==> src/rtl/clock_tx_fmt.sv <==
// Formats the current time and alarm status as an ASCII line ("MM:SS s\r\n") for the UART on each one-second strobe.
// Define ALARM_ECHO_EN to append " AM:AS" (the alarm time) after the status character.
module clock_tx_fmt (
    input  logic       clk,
    input  logic       rst,
    input  logic       oneSecStrb,
    input  logic [3:0] di_Mtens,
    input  logic [3:0] di_Mones,
    input  logic [3:0] di_Stens,
    input  logic [3:0] di_Sones,
    input  logic [3:0] di_AMtens,
    input  logic [3:0] di_AMones,
    input  logic [3:0] di_AStens,
    input  logic [3:0] di_ASones,
    input  logic       dicAlarmArmed,
    input  logic       dicAlarmTrig,
    input  logic       tx_busy,
    output logic       tx_data_rdy,
    output logic [7:0] tx_data,
    output logic       tx_active
);

    // Handshake: a byte is accepted by the transmitter when tx_data_rdy is high and tx_busy is low.
    typedef enum logic [1:0] {
        IDLE  = 2'd0,
        SEND  = 2'd1,
        GUARD = 2'd2,
        WAIT  = 2'd3
    } state_t;

`ifdef ALARM_ECHO_EN
    localparam logic [3:0] LAST_IDX = 4'd14;
`else
    localparam logic [3:0] LAST_IDX = 4'd8;
`endif

    state_t     state;
    state_t     state_nxt;
    logic [3:0] idx;
    logic [3:0] idx_nxt;
    logic       pending;
    logic       pending_nxt;
    logic       take_snap;
    logic       accept;
    logic       last_byte;

    logic       tx_data_rdy_nxt;
    logic [7:0] tx_data_nxt;
    logic       tx_active_nxt;
    logic [7:0] msg_byte;

    logic [3:0] snap_mt;
    logic [3:0] snap_mo;
    logic [3:0] snap_st;
    logic [3:0] snap_so;
    logic       snap_trig;
    logic       snap_armed;
    logic [7:0] status_char;

    function automatic logic [7:0] enc_digit(input logic [3:0] d);
        return (d <= 4'd9) ? (8'h30 | {4'h0, d}) : 8'h3F;
    endfunction

    assign accept    = (state == SEND) && !tx_busy;
    assign last_byte = (idx == LAST_IDX);

    // State register, byte index and pending flag
    always_ff @(posedge clk) begin
        if (rst) begin
            state   <= IDLE;
            idx     <= 4'd0;
            pending <= 1'b0;
        end else begin
            state   <= state_nxt;
            idx     <= idx_nxt;
            pending <= pending_nxt;
        end
    end

    // Next-state logic; a strobe on the final WAIT edge restarts just like a pending one
    always_comb begin
        state_nxt   = state;
        idx_nxt     = idx;
        pending_nxt = pending;
        take_snap   = 1'b0;
        if (oneSecStrb && (state != IDLE)) pending_nxt = 1'b1;
        case (state)
            IDLE: begin
                if (oneSecStrb) begin
                    state_nxt = SEND;
                    idx_nxt   = 4'd0;
                    take_snap = 1'b1;
                end
            end
            SEND: begin
                if (!tx_busy) state_nxt = GUARD;
            end
            GUARD: begin
                state_nxt = WAIT;
            end
            WAIT: begin
                if (!tx_busy) begin
                    if (!last_byte) begin
                        idx_nxt   = idx + 4'd1;
                        state_nxt = SEND;
                    end else if (pending || oneSecStrb) begin
                        idx_nxt     = 4'd0;
                        state_nxt   = SEND;
                        take_snap   = 1'b1;
                        pending_nxt = 1'b0;
                    end else begin
                        state_nxt = IDLE;
                    end
                end
            end
            default: state_nxt = IDLE;
        endcase
    end

    // Output logic, registered below
    always_comb begin
        tx_data_rdy_nxt = accept;
        tx_data_nxt     = accept ? msg_byte : tx_data;
        tx_active_nxt   = (state_nxt != IDLE);
    end

    always_ff @(posedge clk) begin
        if (rst) begin
            tx_data_rdy <= 1'b0;
            tx_data     <= 8'h00;
            tx_active   <= 1'b0;
        end else begin
            tx_data_rdy <= tx_data_rdy_nxt;
            tx_data     <= tx_data_nxt;
            tx_active   <= tx_active_nxt;
        end
    end

    always_ff @(posedge clk) begin
        if (rst) begin
            snap_mt    <= 4'd0;
            snap_mo    <= 4'd0;
            snap_st    <= 4'd0;
            snap_so    <= 4'd0;
            snap_trig  <= 1'b0;
            snap_armed <= 1'b0;
        end else if (take_snap) begin
            snap_mt    <= di_Mtens;
            snap_mo    <= di_Mones;
            snap_st    <= di_Stens;
            snap_so    <= di_Sones;
            snap_trig  <= dicAlarmTrig;
            snap_armed <= dicAlarmArmed;
        end
    end

    assign status_char = snap_trig  ? 8'h21 :
                         snap_armed ? 8'h41 : 8'h2D;

`ifdef ALARM_ECHO_EN
    logic [3:0] snap_amt;
    logic [3:0] snap_amo;
    logic [3:0] snap_ast;
    logic [3:0] snap_aso;

    always_ff @(posedge clk) begin
        if (rst) begin
            snap_amt <= 4'd0;
            snap_amo <= 4'd0;
            snap_ast <= 4'd0;
            snap_aso <= 4'd0;
        end else if (take_snap) begin
            snap_amt <= di_AMtens;
            snap_amo <= di_AMones;
            snap_ast <= di_AStens;
            snap_aso <= di_ASones;
        end
    end

    always_comb begin
        msg_byte = 8'h00;
        case (idx)
            4'd0:  msg_byte = enc_digit(snap_mt);
            4'd1:  msg_byte = enc_digit(snap_mo);
            4'd2:  msg_byte = 8'h3A;
            4'd3:  msg_byte = enc_digit(snap_st);
            4'd4:  msg_byte = enc_digit(snap_so);
            4'd5:  msg_byte = 8'h20;
            4'd6:  msg_byte = status_char;
            4'd7:  msg_byte = 8'h20;
            4'd8:  msg_byte = enc_digit(snap_amt);
            4'd9:  msg_byte = enc_digit(snap_amo);
            4'd10: msg_byte = 8'h3A;
            4'd11: msg_byte = enc_digit(snap_ast);
            4'd12: msg_byte = enc_digit(snap_aso);
            4'd13: msg_byte = 8'h0D;
            4'd14: msg_byte = 8'h0A;
            default: msg_byte = 8'h00;
        endcase
    end
`else
    logic unused_alarm_digits;
    assign unused_alarm_digits = ^{di_AMtens, di_AMones, di_AStens, di_ASones};

    always_comb begin
        msg_byte = 8'h00;
        case (idx)
            4'd0: msg_byte = enc_digit(snap_mt);
            4'd1: msg_byte = enc_digit(snap_mo);
            4'd2: msg_byte = 8'h3A;
            4'd3: msg_byte = enc_digit(snap_st);
            4'd4: msg_byte = enc_digit(snap_so);
            4'd5: msg_byte = 8'h20;
            4'd6: msg_byte = status_char;
            4'd7: msg_byte = 8'h0D;
            4'd8: msg_byte = 8'h0A;
            default: msg_byte = 8'h00;
        endcase
    end
`endif

endmodule
==> config.mk <==
export PLATFORM = sky130hd
export DESIGN_NAME = clock_tx_fmt
export DESIGN_NICKNAME = d
export VERILOG_FILES = /design/src/rtl/clock_tx_fmt.sv
export SDC_FILE = /design/constraint.sdc
export NUM_CORES = 1
export LEC_CHECK = 0
export BUFFER_PORTS_ARGS = -buffer_cell sky130_fd_sc_hd__buf_2
export CAP_MARGIN = 20
export CORE_MARGIN = 2
export CORE_UTILIZATION = 30
export CTS_CLUSTER_SIZE = 28
export DETAILED_ROUTE_END_ITERATION = 8
export GPL_TIMING_DRIVEN = 0
export PLACE_DENSITY = 0.48
export SYNTH_ARGS = -nofsm -noshare
export SYNTH_HDL_FRONTEND = slang
export SYNTH_SLANG_ARGS = --single-unit
==> constraint.sdc <==
create_clock -name clk -period 2.85 [get_ports clk]
set_input_delay 0.285 -clock clk [delete_from_list [all_inputs] [get_ports clk]]
set_output_delay 0.285 -clock clk [all_outputs]
set_load 0.005 [all_outputs]
==> metrics.txt <==
# TYPE chip_impl_metric gauge
chip_impl_info{name="critical_path.startpoint_type",value="flop"} 1
chip_impl_metric{name="cts_made_buffers",unit=""} 5
chip_impl_metric{name="power.density",unit="nW/µm²"} 826.4
chip_impl_metric{name="synth_cell_types",unit=""} 48
chip_impl_info{name="root_buffer",value="sky130_fd_sc_hd__clkbuf_8"} 1
chip_impl_metric{name="pre_cts_slack",unit="ns"} 0.7168
chip_impl_metric{name="synth_edf_count",unit=""} 0
chip_impl_metric{name="final_cell_utilization_of_the_core",unit="%"} 36.89
chip_impl_metric{name="postRouteWirelength",unit="µm"} 4617
chip_impl_metric{name="clk-insertion-delay-late",unit="ns"} 0.29
chip_impl_info{name="rsz_0062_raised_after_global_routing",value="no"} 1
chip_impl_info{name="min_path_type",value="in -> reg"} 1
chip_impl_info{name="synth_top_flop_cell",value="sky130_fd_sc_hd__dfxtp_1"} 1
chip_impl_metric{name="route.detailed.wl_per_inst",unit="µm"} 13.38
chip_impl_metric{name="grt_max_degree",unit=""} 12
chip_impl_metric{name="synthesis.area_per_instance",unit="µm²"} 8.318
chip_impl_metric{name="dieHeight",unit="µm"} 83.86
chip_impl_metric{name="totalPowerFinal",unit="mW"} 1.903
chip_impl_metric{name="initial_core_util",unit="%"} 30.65
chip_impl_metric{name="boundaryPins",unit=""} 48
chip_impl_metric{name="diodes",unit=""} 0
chip_impl_metric{name="grt_first_pass_wirelength",unit="µm"} 7741
chip_impl_metric{name="yosysTopAreaCellShare",unit="%"} 35.58
chip_impl_metric{name="max_cap_violations",unit=""} 0
chip_impl_metric{name="routed-via-count",unit=""} 1682
chip_impl_metric{name="filler_cell_count",unit=""} 659
chip_impl_metric{name="io_buffers",unit=""} 30
chip_impl_metric{name="period_needed",unit="ns"} 2.188
chip_impl_metric{name="grt_pass1_vias",unit=""} 1643
chip_impl_metric{name="h-tree-depth",unit=""} 2
chip_impl_info{name="synth_area_leaders",value="sky130_fd_sc_hd__dfxtp_1, sky130_fd_sc_hd__mux2i_1, sky130_fd_sc_hd__nand2_1, sky130_fd_sc_hd__a21oi_1, sky130_fd_sc_hd__ha_1"} 1
chip_impl_metric{name="finalNetCount",unit=""} 313
chip_impl_metric{name="syn_inst",unit=""} 230
chip_impl_metric{name="critPathMaxFanout",unit=""} 9
chip_impl_info{name="synth_top_cells_by_count",value="sky130_fd_sc_hd__nand2_1, sky130_fd_sc_hd__dfxtp_1, sky130_fd_sc_hd__a21oi_1, sky130_fd_sc_hd__mux2i_1, sky130_fd_sc_hd__inv_1"} 1
chip_impl_info{name="run_status",value="complete, no violations"} 1
chip_impl_metric{name="asyncSetResetFlopFracSynth",unit="%"} 0
chip_impl_metric{name="timing.final.crit_share",unit="%"} 76.78
chip_impl_metric{name="drt-vias-per-instance",unit=""} 4.875
chip_impl_metric{name="place_congestion",unit=""} 0.8546
chip_impl_metric{name="ctsHoldBuffers",unit=""} 0
chip_impl_metric{name="rows",unit=""} 29
chip_impl_metric{name="1st_iter_drt_viols",unit=""} 104
chip_impl_metric{name="final-hold-violation-count",unit=""} 0
chip_impl_metric{name="post_route_cells_drive_above_1_share",unit="%"} 18.28
chip_impl_metric{name="drt_drc_violations_left",unit=""} 0
chip_impl_metric{name="fp.dieW",unit="µm"} 83.86
chip_impl_metric{name="synth_seq_cells",unit=""} 34
chip_impl_metric{name="synth.cell_area",unit="µm²"} 1913
chip_impl_metric{name="area_delta_synth_final",unit="%"} 20.34
chip_impl_info{name="synth_top_area_cell",value="sky130_fd_sc_hd__dfxtp_1"} 1
chip_impl_metric{name="tot_gr_track_use",unit="%"} 13.83
chip_impl_metric{name="yosys_warnings",unit=""} 0
chip_impl_metric{name="worst_ir_drop_vdd",unit="mV"} 0.3075
chip_impl_metric{name="highest_clock_frequency_the_design_can_meet",unit="GHz"} 0.4570
chip_impl_metric{name="globalRouteOverflowTotal",unit=""} 0
chip_impl_metric{name="worst_slew_pin_slew",unit="ns"} 0.7660
chip_impl_metric{name="timing_max_transition_violations_final",unit=""} 0
chip_impl_metric{name="clk_transition_reported_paths",unit="ns"} 0.08
chip_impl_metric{name="place_inst",unit=""} 337
chip_impl_metric{name="setup_violations_final",unit=""} 0
chip_impl_metric{name="drt.antenna.violating_nets",unit=""} 0
chip_impl_metric{name="critical_path_required",unit="ns"} 3.01
chip_impl_metric{name="die_area",unit="µm²"} 7032
chip_impl_metric{name="detailed_place_hpwl",unit="µm"} 3511
chip_impl_info{name="tritoncts",value="built"} 1
chip_impl_info{name="critical_path.endpoint_type",value="flop"} 1
chip_impl_info{name="yosysMostFrequentCell",value="sky130_fd_sc_hd__nand2_1"} 1
chip_impl_metric{name="numClockSinks",unit=""} 34
chip_impl_metric{name="core_area",unit="µm²"} 6241
chip_impl_metric{name="setup-tns-final",unit="ns"} 0
chip_impl_metric{name="cts_resized",unit=""} 0
chip_impl_metric{name="drt_pass1_iterations",unit=""} 4
chip_impl_metric{name="finalClockSkew",unit="ns"} 0.005117
chip_impl_metric{name="synth.yosys.seq_area_share",unit="%"} 35.58
chip_impl_info{name="timing_worst_setup_path_type",value="reg -> reg"} 1
chip_impl_metric{name="post_route_insts_no_fill",unit=""} 345
chip_impl_metric{name="final.setup.worst_slack",unit="ns"} 0.6618
chip_impl_metric{name="critPathArrivalTime",unit="ns"} 2.35
chip_impl_metric{name="antenna_found_initial",unit=""} 0
chip_impl_metric{name="cts_max_path_buffers",unit=""} 2
chip_impl_metric{name="syn_nets",unit=""} 276
chip_impl_metric{name="leakage",unit="nW"} 0.9227
chip_impl_metric{name="timing.max_slew.rel_slack",unit="%"} 48.46
chip_impl_metric{name="post_cts_buffers",unit=""} 0
[power breakdown]
| group | switching [mW] | leakage [nW] | internal, mW |
|---|---|---|---|
| Clock | 0.187 | 0.0714 | 0.373 |
| Sequential | 0.102 | 0.277 | 0.592 |
| Combinational | 0.339 | 0.574 | 0.309 |
| Total | 0.628 | 0.923 | 1.27 |
[sequential cells by signal, indices dropped and copies added (netlist names)]
signal       flops
snap_mt          4
idx              4
snap_so          4
snap_mo          4
state            2
snap_trig        1
snap_armed       1
tx_data          7
snap_st          4
tx_active        1
pending          1
tx_data_rdy      1
[final timing paths]
| path | slack (ns) | start | endpoint | depth (start not counted) |
|---|---|---|---|---|
| setup / recovery | 0.66 | idx[0]$_SDFFE_PP0P_ | tx_data[2]$_SDFFE_PP0P_ | 7 |
| hold reg to reg | 0.45 | tx_data[3]$_SDFFE_PP0P_ | tx_data[3]$_SDFFE_PP0P_ | 2 |
| setup reg to reg | 0.66 | idx[0]$_SDFFE_PP0P_ | tx_data[2]$_SDFFE_PP0P_ | 7 |
| hold / removal | 0.23 | di_Sones[3] | snap_so[3]$_SDFFE_PP0P_ | 3 |
[layout by cell type (no fill, tap or decap), drive strengths merged, types with 5 or more instances in the layout]
cell type	n
nand2	43
buf	37
dfxtp	34
a21oi	20
mux2i	18
clkbuf	12
inv	11
nor2	10
o21ai	10
ha	8
nand2b	6
nor2b	5
[logic make-up (layout without fill, tap and decap cells)]
family / after synthesis / count (layout) / share of synthesized area (%)
buffers and inverters: 24 / 62 / 6.474
other: 1 / 1 / 0.1960
adder cells (fa/ha/maj): 8 / 8 / 5.232
AND/OR/NAND/NOR: 87 / 87 / 22.37
multiplexers: 18 / 18 / 9.418
AO/OA/AOI/OAI: 58 / 58 / 20.73
flip-flops: 34 / 34 / 35.58
[final cells by class]
class | count | area [µm²] | area share [%]
repair buffers | 30 | 150.1 | 6.522
inverters | 11 | 41.29 | 1.793
plain buffers | 13 | 82.58 | 3.587
clock buffers | 6 | 82.58 | 3.587
clock inverters | 2 | 60.06 | 2.609
flip-flops and latches | 34 | 680.7 | 29.57
well taps | 77 | 96.34 | 4.185
multi-input cells | 172 | 1109 | 48.15
[per-stage QoR]
| step | hold WS, ns | instance area [µm²] |
|---|---|---|
| global route | 0.2210 | 2302 |
| finish | 0.2313 | 2302 |
| global placement | 0.4370 | 2160 |
| CTS | 0.2217 | 2302 |
| detailed placement | 0.4376 | 2160 |
| floorplan | 0.4271 | 1913 |
[per-layer routing]
layer | global-route usage, % | up-vias | part of all wire [%]
met3 | 2.671 | 7 | 4.7
met4 | 7.038 | 0 | 1.9
li1 | - | 895 | -
met1 | 19.21 | 746 | 51
met5 | 0 | - | 0
met2 | 20.29 | 34 | 42
[critical path, stage by stage, from the launching register on]
cell and delay (ns):
sky130_fd_sc_hd__dfxtp_1 0.41, sky130_fd_sc_hd__inv_1 0.10, sky130_fd_sc_hd__ha_1 0.20, sky130_fd_sc_hd__buf_4 0.17, sky130_fd_sc_hd__nor4_1 0.69, sky130_fd_sc_hd__a2111oi_2 0.16, sky130_fd_sc_hd__o2111ai_1 0.21, sky130_fd_sc_hd__o211ai_1 0.13
Power figures use the tool's default switching activity.
